File: src/rtl/a2n_frame_tx.sv
// A2N link transmitter: serializes handshaked parallel words MSB-first with optional
// even parity and a half-duty bit clock, then holds the link idle for a fixed gap.
module a2n_frame_tx #(
  parameter int DATA_W    = 16,
  parameter int CLK_DIV   = 4,
  parameter int GAP_BITS  = 2,
  parameter int PARITY_EN = 1
) (
  input  logic              SYSCLK,
  input  logic              NSYSRESET,
  input  logic [DATA_W-1:0] tx_data,
  input  logic              tx_valid,
  output logic              tx_ready,
  output logic              A2N_VALID,
  output logic              A2N_DATA,
  output logic              A2N_BCLK,
  output logic              busy,
  output logic [15:0]       frames_sent
);

  localparam int DIV_W = $clog2(CLK_DIV);
  localparam int CNT_W = 6;
  localparam logic [DIV_W-1:0] LAST_DIV  = DIV_W'(CLK_DIV - 1);
  localparam logic [DIV_W-1:0] HALF_DIV  = DIV_W'(CLK_DIV / 2);
  localparam logic [CNT_W-1:0] LAST_DATA = CNT_W'(DATA_W - 1);
  localparam logic [CNT_W-1:0] LAST_GAP  = CNT_W'((GAP_BITS > 0) ? GAP_BITS - 1 : 0);
  localparam bit HAS_PARITY = (PARITY_EN != 0);
  localparam bit HAS_GAP    = (GAP_BITS > 0);

  typedef enum logic [1:0] {IDLE, SHIFT, PARITY, GAP} state_t;

  state_t            state, state_n;
  logic [DATA_W-1:0] shreg, shreg_n;
  logic              par, par_n;
  logic [CNT_W-1:0]  bit_cnt, bit_n;
  logic [DIV_W-1:0]  div, div_n;
  logic              last_div, accept, count_en, final_n;
  logic              ready_n, valid_n, data_n, bclk_n;

  always_comb begin
    // NOTE: every value written here gets a default first, so no path can infer a latch.
    state_n  = state;
    shreg_n  = shreg;
    par_n    = par;
    bit_n    = bit_cnt;
    div_n    = div;
    count_en = 1'b0;
    last_div = (div == LAST_DIV);
    accept   = tx_valid && tx_ready;

    case (state)
      SHIFT: begin
        if (!last_div) begin
          div_n = div + 1'b1;
        end else begin
          div_n = '0;
          if (bit_cnt != LAST_DATA) begin
            bit_n   = bit_cnt + 1'b1;
            shreg_n = shreg << 1;
          end else begin
            bit_n = '0;
            if (HAS_PARITY) begin
              state_n = PARITY;
            end else begin
              count_en = 1'b1;
              state_n  = HAS_GAP ? GAP : IDLE;
            end
          end
        end
      end
      PARITY: begin
        if (!last_div) begin
          div_n = div + 1'b1;
        end else begin
          div_n    = '0;
          count_en = 1'b1;
          state_n  = HAS_GAP ? GAP : IDLE;
        end
      end
      GAP: begin
        if (!last_div) begin
          div_n = div + 1'b1;
        end else begin
          div_n = '0;
          if (bit_cnt != LAST_GAP) begin
            bit_n = bit_cnt + 1'b1;
          end else begin
            bit_n   = '0;
            state_n = IDLE;
          end
        end
      end
      default: ;
    endcase

    // A word accepted on the final cycle of a frame starts the next frame back-to-back.
    if (accept) begin
      state_n = SHIFT;
      shreg_n = tx_data;
      par_n   = ^tx_data;
      bit_n   = '0;
      div_n   = '0;
    end

    valid_n = (state_n == SHIFT) || (state_n == PARITY);
    data_n  = (state_n == SHIFT) ? shreg_n[DATA_W-1] : ((state_n == PARITY) && par_n);
    bclk_n  = valid_n && (div_n >= HALF_DIV);

    // tx_ready is registered, so it rises for the last cycle of the frame; a word offered
    // then is taken on the edge that ends the frame, leaving no dead cycle between frames.
    if (HAS_GAP)
      final_n = (state_n == GAP) && (bit_n == LAST_GAP) && (div_n == LAST_DIV);
    else if (HAS_PARITY)
      final_n = (state_n == PARITY) && (div_n == LAST_DIV);
    else
      final_n = (state_n == SHIFT) && (bit_n == LAST_DATA) && (div_n == LAST_DIV);
    ready_n = (state_n == IDLE) || final_n;
  end

  always_ff @(posedge SYSCLK or negedge NSYSRESET) begin
    if (!NSYSRESET) begin
      state       <= IDLE;
      shreg       <= '0;
      par         <= 1'b0;
      bit_cnt     <= '0;
      div         <= '0;
      tx_ready    <= 1'b0;
      A2N_VALID   <= 1'b0;
      A2N_DATA    <= 1'b0;
      A2N_BCLK    <= 1'b0;
      busy        <= 1'b0;
      frames_sent <= '0;
    end else begin
      // NOTE: non-blocking assignments, so every register samples the pre-edge values.
      state     <= state_n;
      shreg     <= shreg_n;
      par       <= par_n;
      bit_cnt   <= bit_n;
      div       <= div_n;
      tx_ready  <= ready_n;
      A2N_VALID <= valid_n;
      A2N_DATA  <= data_n;
      A2N_BCLK  <= bclk_n;
      busy      <= (state_n != IDLE);
      if (count_en)
        frames_sent <= frames_sent + 16'd1;
    end
  end

endmodule

File: config.mk
export PLATFORM = sky130hd
export DESIGN_NAME = a2n_frame_tx
export DESIGN_NICKNAME = d
export VERILOG_FILES = /design/src/rtl/a2n_frame_tx.sv
export SDC_FILE = /design/constraint.sdc
export NUM_CORES = 1
export LEC_CHECK = 0
export ABC_AREA = 1
export ABC_CLOCK_PERIOD_IN_PS = 3350
export BUFFER_PORTS_ARGS = -buffer_cell sky130_fd_sc_hd__buf_2
export CORE_UTILIZATION = 51
export CTS_CLUSTER_SIZE = 40
export DETAILED_ROUTE_END_ITERATION = 7
export PLACE_DENSITY_LB_ADDON = 0.2
export SLEW_MARGIN = 5
export SYNTH_ARGS = -nofsm -noshare
export SYNTH_HDL_FRONTEND = slang
export SYNTH_SLANG_ARGS = --single-unit
File: constraint.sdc
create_clock -name SYSCLK -period 3.35 [get_ports SYSCLK]
set_input_delay 0.1675 -clock SYSCLK [delete_from_list [all_inputs] [get_ports SYSCLK]]
set_output_delay 0.1675 -clock SYSCLK [all_outputs]
set_load 0.01 [all_outputs]
==> reports/summary.txt <==
Crit. End Element - register
Register area share after synthesis - 0.428
Die Span Y - 76.1 um
Final Hold Viols - 0
Clock Power Share - 0.385
Final instance area - 0.00317 sq mm
Comb pwr share - 0.074
Mapped Nets - 397
Critical path type - reg2reg
Tcrit/Tclk final - 0.663
Clock buffer depth - 2
PortBufs - 39
Final Net Count - 436
DRC Markers - 0
Pwr Total - 1070 uW
TritonCTS clock tree - yes
Post-CTS setup repair buffer count - 0
Reg clk slew, reported paths - 90 ps
Cts bufs inserted - 5
Flip-flop and latch count after synthesis - 48
Fillers - 483
Cts hold-fix bufs - 0
Boundary Pins - 40
Final min period - 2220 ps
Worst min path class - in2async
Syn Inst Count - 370
Share of layout cells above drive strength 1 - 0.151
Fmax - 0.450 GHz
Sw frac - 0.226
Cell taking the most area after synthesis - dfrtp_1
Routed WL per cell - 11.4 um
Clock Skews - 7.95 ps
Register share of total power - 0.541
# diodes - 0
P_leak - 0.00185 uW
Mapped cell area - 0.00280 sq mm
Ranking of synthesized cells by area - dfrtp_1, nand2_1, inv_1, nand3_1, nor2_1
Vias per cell - 4.94
Max-Cap Viols - 0
Worst vdd ir - 214 uV
DP Cell Count - 472
Worst reg2reg path depth - 8
Final HPWL DP - 4010 um
First-pass GRT wire length - 9650 um
GR Util All Layers - 0.204
H-tree level count - 2
First-pass DRT Iterations - 4
Mean Syn Cell Area - 7.58 sq um
Crit. Startpoint - bit_cnt[1]
Core Rows - 26
Area after DPL - 0.00306 sq mm
P per Cell Area - 338 mW/mm^2
Largest net degree at the start of global routing - 49
Max Slew Vio Count - 0
RSZ-0062 raised after global routing - false
Post-CTS Resized - 0
Final Routed Wirelength - 5480 um
Synth Warn # - 0
Vias in the first global route - 2255
Status - finished clean
R2R Path Start - bit_cnt[1]
Final core occ - 0.608
Die area - 0.00580 sq mm
Starting DRT DRC Count - 165
Post-synth cell types - 29
Transition time of the tightest slew-check pin - 1080 ps
Die Wd - 76.1 um
Initial antenna violation count - 0
Fin Setup TNS - 0 ps
Net Switching - 242 uW
Worst setup SP type - register
Final ANT Viol Nets - 0
CORE AREA - 0.00520 sq mm
Initial Util - 0.539
Top-area cell type share of the netlist area - 0.428
Vias - 2370
Worst EP required - 3550 ps
Worst EP arrival - 2420 ps
Clk_lat worst skew - 300 ps
Clock sinks - 48
Crit-path max FO - 17
Grt ovf - 0
Internal cell power - 827 uW
Area growth syn-to-layout - 12.9%
Clk root buf - clkbuf_8
Routability congestion estimate - 0.888
Layout Cells excl Fill - 480
Count of final setup violators - 0
Max_slew headroom - 0.278
## cells in the mapped netlist
| cell type | n |
|---|---|
| a21oi_1 | 6 |
| a21oi_2 | 1 |
| buf_1 | 2 |
| buf_2 | 4 |
| buf_4 | 1 |
| clkbuf_1 | 2 |
| clkinv_1 | 1 |
| dfrtp_1 | 48 |
| ha_1 | 8 |
| inv_1 | 60 |
| inv_2 | 1 |
| nand2_1 | 124 |
| nand2_2 | 1 |
| nand3_1 | 34 |
| nand3_2 | 1 |
| nand3_4 | 3 |
| nor2_1 | 27 |
| nor2_2 | 1 |
| nor2_4 | 3 |
| nor3_1 | 1 |
| nor3_4 | 1 |
| o211ai_1 | 4 |
| o21ai_0 | 7 |
| o221ai_1 | 10 |
| o22ai_1 | 1 |
| or2_2 | 1 |
| xnor2_1 | 5 |
| xnor2_2 | 1 |
| xor2_1 | 11 |
## metal layers
layer	track usage	part of all wire	vias up
li1	-	-	1225
met1	0.264	0.49	1084
met2	0.349	0.46	55
met3	0.0419	0.044	6
met4	0.0519	0.011	0
met5	0	0	-
## state kept, by name (all words and copies together), names as in the netlist
name	count
bit_cnt	6
A2N_DATA	1
div	2
A2N_BCLK	1
frames_sent	16
par	1
tx_ready	1
A2N_VALID	1
shreg	16
state	2
busy	1
## layout by cell type (no fill, tap or decap)
master     netlist  final
a21oi_1          6      6
a21oi_2          1      1
buf_2            4     39
buf_4            1      2
bufinv_16        0      1
clkbuf_1         2      1
clkbuf_8         0      5
clkinv_1         1      1
clkinv_2         0      1
dfrtp_1         48     48
ha_1             8      8
inv_1           60     60
inv_2            1      1
nand2_1        124    124
nand2_2          1      1
nand3_1         34     34
nand3_2          1      1
nand3_4          3      3
nor2_1          27     27
nor2_2           1      1
nor2_4           3      3
nor3_1           1      1
nor3_4           1      1
o211ai_1         4      4
o21ai_0          7      6
o21ai_1          0      1
o221ai_1        10     10
o22ai_1          1      1
or2_2            1      1
xnor2_1          5      5
xnor2_2          1      1
xor2_1          11     11
## kinds of logic after synthesis
family	after synthesis	synth area share
flops	48	0.428
xor+xnor	17	0.0558
simple gates	197	0.311
fa+ha+maj	8	0.0357
buf+inv	71	0.0982
compound gates	29	0.0705
## power groups by stage
stage / Clock, uW / Combinational (uW) / Sequential (uW)
2_1_floorplan: 0 / 43.1 / 591
6_report: 411 / 78.8 / 579
3_3_place_gp: 0 / 77.3 / 590
4_1_cts: 423 / 80.4 / 579
5_1_grt: 445 / 93.4 / 579
3_5_place_dp: 0 / 79.8 / 590
## area by class of cell
type | count | area [sq um] | share of cell area
clock inverters | 2 | 35.0 | 0.0111
repair buffers | 41 | 210 | 0.0664
multi-input cells | 251 | 1330 | 0.419
clock buffers | 6 | 72.6 | 0.0229
well taps | 70 | 87.6 | 0.0277
inverters | 62 | 233 | 0.0735
flip-flops and latches | 48 | 1200 | 0.379
## through the flow
step	setup WS (ps)	hold WS, ps
global placement	1240	418
global route	919	137
floorplan	1520	-128
detailed placement	1130	430
finish	1130	53.1
CTS	1120	97.4
## critical path, stage by stage (launching register included)
cell	delay, ps
dfrtp_1	400
ha_1	210
nand3_1	130
o21ai_1	850
o21ai_0	180
a21oi_1	190
a21oi_2	50
nand2_1	70
nand2_1	50
## worst paths after layout
path | to | slack, ps
max | A2N_DATA | 1130
min | frames_sent[5] | 50
max reg2reg | A2N_DATA | 1130
min reg2reg | frames_sent[15] | 470
max in group asynchronous | shreg[10] | 2660
min in group SYSCLK | shreg[14] | 150
(Power assumes the default switching activity.)
